--- src/rtl/vga_scan_engine.sv ---
// VGA timing generator and image-buffer scanner: raster counters feed a
// 2-stage pipeline (read address/strobe, then pins). Optional colour-bar
// test pattern is enabled by defining VGA_TEST_PATTERN_EN.
module vga_scan_engine #(
  parameter int H_ACTIVE = 640,
  parameter int H_FP     = 16,
  parameter int H_SYNC   = 96,
  parameter int H_BP     = 48,
  parameter int V_ACTIVE = 480,
  parameter int V_FP     = 10,
  parameter int V_SYNC   = 2,
  parameter int V_BP     = 33,
  parameter int HS_POL   = 0,
  parameter int VS_POL   = 0,
  parameter int IMG_W    = 160,
  parameter int IMG_H    = 120,
  parameter int CW       = 4,
  parameter int AW       = 15
) (
  input  logic              clk,
  input  logic              rst,
  input  logic              en,
`ifdef VGA_TEST_PATTERN_EN
  input  logic              i_pattern,
`endif
  input  logic [3*CW-1:0]   i_pixel,
  output logic [AW-1:0]     o_addr,
  output logic              o_rd_en,
  output logic              o_hsync,
  output logic              o_vsync,
  output logic [CW-1:0]     o_red,
  output logic [CW-1:0]     o_green,
  output logic [CW-1:0]     o_blue,
  output logic              o_active,
  output logic              o_frame_done
);

  localparam int H_TOTAL = H_ACTIVE + H_FP + H_SYNC + H_BP;
  localparam int V_TOTAL = V_ACTIVE + V_FP + V_SYNC + V_BP;
  localparam int HW = (H_TOTAL > 1) ? $clog2(H_TOTAL) : 1;
  localparam int VW = (V_TOTAL > 1) ? $clog2(V_TOTAL) : 1;
  localparam int HX = HW + 1;
  localparam int VX = VW + 1;

  localparam logic [HW-1:0] H_LAST   = HW'(H_TOTAL - 1);
  localparam logic [VW-1:0] V_LAST   = VW'(V_TOTAL - 1);
  localparam logic [HX-1:0] H_ACT_X  = HX'(H_ACTIVE);
  localparam logic [VX-1:0] V_ACT_X  = VX'(V_ACTIVE);
  localparam logic [HX-1:0] HS_BEG_X = HX'(H_ACTIVE + H_FP);
  localparam logic [HX-1:0] HS_END_X = HX'(H_ACTIVE + H_FP + H_SYNC);
  localparam logic [VX-1:0] VS_BEG_X = VX'(V_ACTIVE + V_FP);
  localparam logic [VX-1:0] VS_END_X = VX'(V_ACTIVE + V_FP + V_SYNC);
  localparam logic [HX-1:0] IMG_W_X  = HX'(IMG_W);
  localparam logic [VX-1:0] IMG_H_X  = VX'(IMG_H);
  localparam logic          HS_ACT   = (HS_POL != 0);
  localparam logic          VS_ACT   = (VS_POL != 0);

  logic [HW-1:0] h_cnt;
  logic [VW-1:0] v_cnt;
  logic [HX-1:0] h_ext;
  logic [VX-1:0] v_ext;
  logic          h_wrap, v_wrap, at_origin;
  logic          in_img, in_act, in_hs, in_vs;
  logic          pat_now;

  always_comb begin
    h_ext     = {1'b0, h_cnt};
    v_ext     = {1'b0, v_cnt};
    h_wrap    = (h_cnt == H_LAST);
    v_wrap    = (v_cnt == V_LAST);
    at_origin = (h_cnt == '0) && (v_cnt == '0);
    in_img    = (h_ext < IMG_W_X) && (v_ext < IMG_H_X);
    in_act    = (h_ext < H_ACT_X) && (v_ext < V_ACT_X);
    in_hs     = (h_ext >= HS_BEG_X) && (h_ext < HS_END_X);
    in_vs     = (v_ext >= VS_BEG_X) && (v_ext < VS_END_X);
  end

  always_ff @(posedge clk) begin
    if (rst || !en) begin
      h_cnt <= '0;
      v_cnt <= '0;
    end else if (h_wrap) begin
      h_cnt <= '0;
      v_cnt <= v_wrap ? '0 : v_cnt + 1'b1;
    end else begin
      h_cnt <= h_cnt + 1'b1;
    end
  end

`ifdef VGA_TEST_PATTERN_EN
  localparam int BAR_W = (H_ACTIVE / 8 > 0) ? H_ACTIVE / 8 : 1;
  localparam int BPW   = (BAR_W > 1) ? $clog2(BAR_W) : 1;
  localparam logic [BPW-1:0] BAR_LAST = BPW'(BAR_W - 1);

  logic           pat_mode;
  logic [BPW-1:0] bar_pos;
  logic [2:0]     bar_idx;
  logic           s1_pat;
  logic [2:0]     s1_bar;

  // Mode latched at the origin so it applies to the whole frame, including (0,0) itself.
  assign pat_now = at_origin ? i_pattern : pat_mode;

  always_ff @(posedge clk) begin
    if (rst) begin
      pat_mode <= 1'b0;
    end else if (en && at_origin) begin
      pat_mode <= i_pattern;
    end
  end

  // Bar index tracked alongside h_cnt to avoid a divider.
  always_ff @(posedge clk) begin
    if (rst || !en || h_wrap) begin
      bar_pos <= '0;
      bar_idx <= '0;
    end else if (bar_pos == BAR_LAST) begin
      bar_pos <= '0;
      bar_idx <= bar_idx + 1'b1;
    end else begin
      bar_pos <= bar_pos + 1'b1;
    end
  end

  always_ff @(posedge clk) begin
    if (rst) begin
      s1_pat <= 1'b0;
      s1_bar <= '0;
    end else begin
      s1_pat <= en && pat_now;
      s1_bar <= bar_idx;
    end
  end
`else
  assign pat_now = 1'b0;
`endif

  logic s1_hs, s1_vs, s1_act, s1_last;

  always_ff @(posedge clk) begin
    if (rst) begin
      s1_hs   <= 1'b0;
      s1_vs   <= 1'b0;
      s1_act  <= 1'b0;
      s1_last <= 1'b0;
      o_rd_en <= 1'b0;
      o_addr  <= '0;
    end else begin
      s1_hs   <= en && in_hs;
      s1_vs   <= en && in_vs;
      s1_act  <= en && in_act;
      s1_last <= en && h_wrap && v_wrap;
      o_rd_en <= en && in_img && !pat_now;
      // Raster order makes the image address a running count of reads.
      if (en && at_origin) begin
        o_addr <= '0;
      end else if (en && in_img && !pat_now) begin
        o_addr <= o_addr + 1'b1;
      end
    end
  end

  logic [3*CW-1:0] rgb_next;

  always_comb begin
    rgb_next = '0;
    if (s1_act) begin
`ifdef VGA_TEST_PATTERN_EN
      if (s1_pat) begin
        rgb_next = {{CW{s1_bar[2]}}, {CW{s1_bar[1]}}, {CW{s1_bar[0]}}};
      end else if (o_rd_en) begin
        rgb_next = i_pixel;
      end
`else
      if (o_rd_en) begin
        rgb_next = i_pixel;
      end
`endif
    end
  end

  always_ff @(posedge clk) begin
    if (rst) begin
      o_hsync      <= ~HS_ACT;
      o_vsync      <= ~VS_ACT;
      o_active     <= 1'b0;
      o_frame_done <= 1'b0;
      o_red        <= '0;
      o_green      <= '0;
      o_blue       <= '0;
    end else begin
      o_hsync      <= s1_hs ? HS_ACT : ~HS_ACT;
      o_vsync      <= s1_vs ? VS_ACT : ~VS_ACT;
      o_active     <= s1_act;
      o_frame_done <= s1_last;
      {o_red, o_green, o_blue} <= rgb_next;
    end
  end

endmodule

--- config.mk ---
export PLATFORM = sky130hd
export DESIGN_NAME = vga_scan_engine
export DESIGN_NICKNAME = d
export VERILOG_FILES = /design/src/rtl/vga_scan_engine.sv
export SDC_FILE = /design/constraint.sdc
export NUM_CORES = 1
export LEC_CHECK = 0
export ABC_AREA = 1
export CAP_MARGIN = 20
export CORE_UTILIZATION = 56
export CTS_CLUSTER_DIAMETER = 100
export CTS_CLUSTER_SIZE = 28
export DETAILED_ROUTE_END_ITERATION = 10
export PLACE_DENSITY = 0.84
export SETUP_SLACK_MARGIN = 0.15
export SYNTH_ARGS = -nofsm -noshare
export SYNTH_HDL_FRONTEND = slang
export SYNTH_SLANG_ARGS = --single-unit
--- constraint.sdc ---
create_clock -name clk -period 2.15 [get_ports clk]
set_input_delay 0.215 -clock clk [delete_from_list [all_inputs] [get_ports clk]]
set_output_delay 0.215 -clock clk [all_outputs]
set_load 0.02 [all_outputs]
; Word level (Yosys, flattened, before mapping)
; Index checks and enable logic that the tools add are counted.
[word_totals]
wordCells = 52
register_bits = 56
[classes]
reduce_logical = 19
n_lt_le_gt_ge = 8
n_eq_ne = 2
muxes = 3
bitwise_logic = 2
add_sub_neg = 3
[op_table]
columns = cell, count
row1 = $add A10 B1 Y10 const B, 2
row2 = $eq A10 B10 Y1 const B, 2
row3 = $logic_not A10 Y1, 2
row4 = $lt A10 B10 Y1 const B, 2
row5 = $lt A10 B9 Y1 const B, 2
row6 = $add A15 B1 Y15 const B, 1
row7 = $logic_and A1 B1 Y1, 12
row8 = $ge A10 B10 Y1 const B, 1
row9 = $ge A10 B9 Y1 const B, 1
row10 = $lt A10 B7 Y1 const B, 1
row11 = $lt A10 B8 Y1 const B, 1
row12 = $mux W10, 1
row13 = $reduce_or A2 Y1, 2
row14 = $reduce_or A3 Y1, 1
row15 = $mux W1, 2
row16 = $not A1 Y1, 2
row17 = $logic_not A1 Y1, 1
row18 = $logic_or A1 B1 Y1, 1

; Logic depth before layout (Yosys ltp)
[logic_depth]
word_depth = 4
mapped_depth = 10
mapped_depth_nobuf = 9

; Worst setup path before layout
; OpenSTA, ideal clock, no wires.
[synth_path]
path_type = register -> register
startpoint = register o_addr[0]
endpoint = register o_addr[8]
arrival_ps = 1362
path_stages_with_launch = 9
n_path_buf = 0
synth_period_minus_slack_ps = 1488
setup_slack_ps = 662
path_cell_list = dfxtp_1 > ha_1 > nand3_1 > nor2_1 > nand3_2 > inv_1 > nand2_1 > nand2_1 > nor2_1
[synth_via]
elab_chain_len = 1
[synth_lines]
columns = element, line_no
row1 = "start, declared", 27  ; output logic [AW-1:0] o_addr,
row2 = "start signal, assigned", 158  ; o_addr <= o_addr + 1'b1;
row3 = $add A15 B1 Y15, 158
; Every way passes these cells.
; A chain may end at the register's enable or synchronous reset.

; Worst setup path in the final report
[layout_path]
startpoint = register o_addr[5]
endpoint = output o_addr[5]
; No word-level cell between the ends.

==> results.json <==
{
  "start_util_pct": 60.0,
  "holdBufCountCts": 0,
  "use_met3_pct": 4.36,
  "die_y_um": 71.5,
  "grt_max_degree": 18,
  "clockBufferDepth": 2,
  "drt_iter0_markers": 164,
  "use_met2_pct": 45.4,
  "synth-seq-cells": 56,
  "yosysMostFrequentCell": "nand2_1",
  "core_mm2": 0.00450,
  "fin_crit_sh_pct": 77.5,
  "relSlewSlack_pct": 74.7,
  "cpMaxStageDelayCell": "clkdlybuf4s50_1",
  "synth_ff_type": "dfxtp_1",
  "placementRows": 24,
  "p_leak_nw": 1.36,
  "antenna_found_initial": 0,
  "regArea_mm2": 0.00112,
  "cp-end-kind": "primary output",
  "synthCells": 388,
  "syn-cell-area_mm2": 0.00270,
  "die_w_um": 71.5,
  "fin_area_mm2": 0.00331,
  "power_w": 0.00185,
  "fp.dieArea_mm2": 0.00511,
  "timing.rr.start": "h_cnt[0]",
  "postRouteAntennaNets": 0,
  "top_usage_layer": "met2",
  "layoutNonFillerInstCount": 491,
  "nFillCells": 384,
  "peakVddDrop_mv": 0.421,
  "hp-class": "reg -> reg",
  "crit_chain": "clkdlybuf4s50_1",
  "maxCapViolCount": 0,
  "rsz0062_at_grt": "false",
  "synth_top_area_cell": "dfxtp_1",
  "status": "finished clean",
  "synthesis.nets": 408,
  "syn_area_per_cell_um2": 6.97,
  "clock_skew_ns": 0.00794,
  "clock-sinks": 56,
  "hp-start": "s1_vs",
  "fin_tns_setup_ns": 0,
  "synth_edf_count": 0,
  "finalSetupViolations": 0,
  "powerDensity_mw_per_mm2": 559,
  "yosys_warnings": 0,
  "pin_count": 47,
  "drtPass1Iterations": 4,
  "cts_resized": 0,
  "synth.top_cell.area_share_pct": 41.5,
  "r2r_cells": 8,
  "numCtsBuffers": 5,
  "post-cts-setup-buffers": 0,
  "max_freq_ghz": 0.600,
  "dpl.hpwl_um": 4290,
  "ys_types": 28,
  "clk_pin_slew_worst_paths_ns": 0.10,
  "nets": 458,
  "synthArstFlopShare_pct": 0,
  "holdPathEnd": "o_vsync",
  "multi_input_area_mm2": 0.00130,
  "grt_use_met1_pct": 27.5,
  "vias_per_cell": 5.03,
  "grt_pass1_vias": 2378,
  "tightestPinTransition_ns": 0.379,
  "worstSetupStartpointType": "flip-flop",
  "drc": 0,
  "crit_family": "buffers and inverters",
  "synth_common_cells": "nand2_1, nor2_1, inv_1, dfxtp_1, nand3_1",
  "gp_congestion": 0.881,
  "totalWireLength_um": 5680,
  "post-route-min-period_ns": 1.67,
  "r2r_end": "v_cnt[0]",
  "slowest_delay_ns": 0.66,
  "critPathRequiredTime_ns": 1.93,
  "vias": 2468,
  "path_class": "reg -> out",
  "wire_per_inst_um": 11.6,
  "grt_first_pass_wirelength_um": 9870,
  "area_delta_synth_final_pct": 22.6,
  "drive_above_1_share_pct": 9.11,
  "clock_latency_ns": 0.31,
  "arrival_ns": 1.45,
  "final-max-slew-violation-count": 0,
  "finalCoreUtilization_pct": 73.6,
  "n_antenna_cell": 0,
  "path_buf_inv": 1,
  "r2r_slack_ns": 0.53,
  "min_path_cells": 1,
  "critical_path.max_fanout": 8,
  "root_buffer": "clkbuf_8",
  "io_buffer_count": 46,
  "grt.total_usage_pct": 24.2,
  "placed_cells": 483,
  "postPlaceCellArea_mm2": 0.00320,
  "gr-total-overflow": 0,
  "htreeDepth": 2,
  "synth_area_leaders": "dfxtp_1, nand2_1, nor2_1",
  "tritoncts": "done",
  "seq_area_frac_synth_pct": 41.5,
  "finalHoldViolations": 0
}
## report_power, final
part / internal, W / switching [W]
clock network: 0.000345 / 0.000344
registers: 0.00105 / 0.00000619
logic: 0.0000501 / 0.0000610
total: 0.00144 / 0.000411
## placed cells by master (no fill, tap or decap), drive strengths merged
| cell type | instances |
|---|---|
| a2111oi | 1 |
| a21oi | 15 |
| buf | 1 |
| bufinv | 1 |
| clkbuf | 5 |
| clkdlybuf4s50 | 46 |
| clkinv | 2 |
| clkinvlp | 1 |
| dfxtp | 56 |
| ha | 5 |
| inv | 64 |
| nand2 | 95 |
| nand3 | 28 |
| nand4 | 10 |
| nor2 | 85 |
| nor3 | 5 |
| nor3b | 1 |
| o21ai | 5 |
| or2 | 1 |
| xnor2 | 2 |
| xor2 | 10 |
## worst max-delay path by stage
stage	slack, ns	end	startpoint	cells past startpoint
6_report	0.48	o_addr[5]	o_addr[5]	1
3_3_place_gp	0.56	h_cnt[5]	rst	6
3_5_place_dp	0.49	o_addr[3]	en	6
4_1_cts	0.47	o_addr[5]	o_addr[5]	1
5_1_grt	0.34	v_cnt[3]	h_cnt[0]	8
2_1_floorplan	0.66	o_addr[8]	o_addr[0]	8
## routing by layer
metal / vias to the layer above / wire length (um) / part of all wire, %
met5: - / 0 / 0
met3: 9 / 232 / 4.1
li1: 1283 / - / -
met2: 65 / 2910 / 51
met4: 0 / 80 / 1.4
met1: 1111 / 2460 / 43
## state kept, by name, summed over array words and instances (netlist names), 4 cells and up
register / cells
h_cnt: 10
o_addr: 15
o_blue: 4
o_green: 4
o_red: 4
v_cnt: 10
## through the flow
stage / hold WS (ns) / setup WS, ns
after floorplan: 0.286 / 0.662
after global placement: 0.379 / 0.564
after detailed placement: 0.374 / 0.487
after CTS: 0.402 / 0.467
after global routing: 0.404 / 0.340
final: 0.394 / 0.483
## area by class of cell
cell class / count / area share [%]
clock inverter: 3 / 1.28
clock buffer: 5 / 2.08
inverter: 65 / 7.40
tap: 52 / 1.96
multi-input combinational: 263 / 39.3
sequential: 56 / 33.8
timing repair buffer: 47 / 14.1
## logic make-up after synthesis
kind of cell | synth area share [%]
XOR/XNOR | 3.89
buffers and inverters | 10.3
adder cells (fa/ha/maj) | 2.31
AO/OA/AOI/OAI | 5.14
flip-flops | 41.5
AND/OR/NAND/NOR | 36.9
Power figures use the tool's default switching activity.
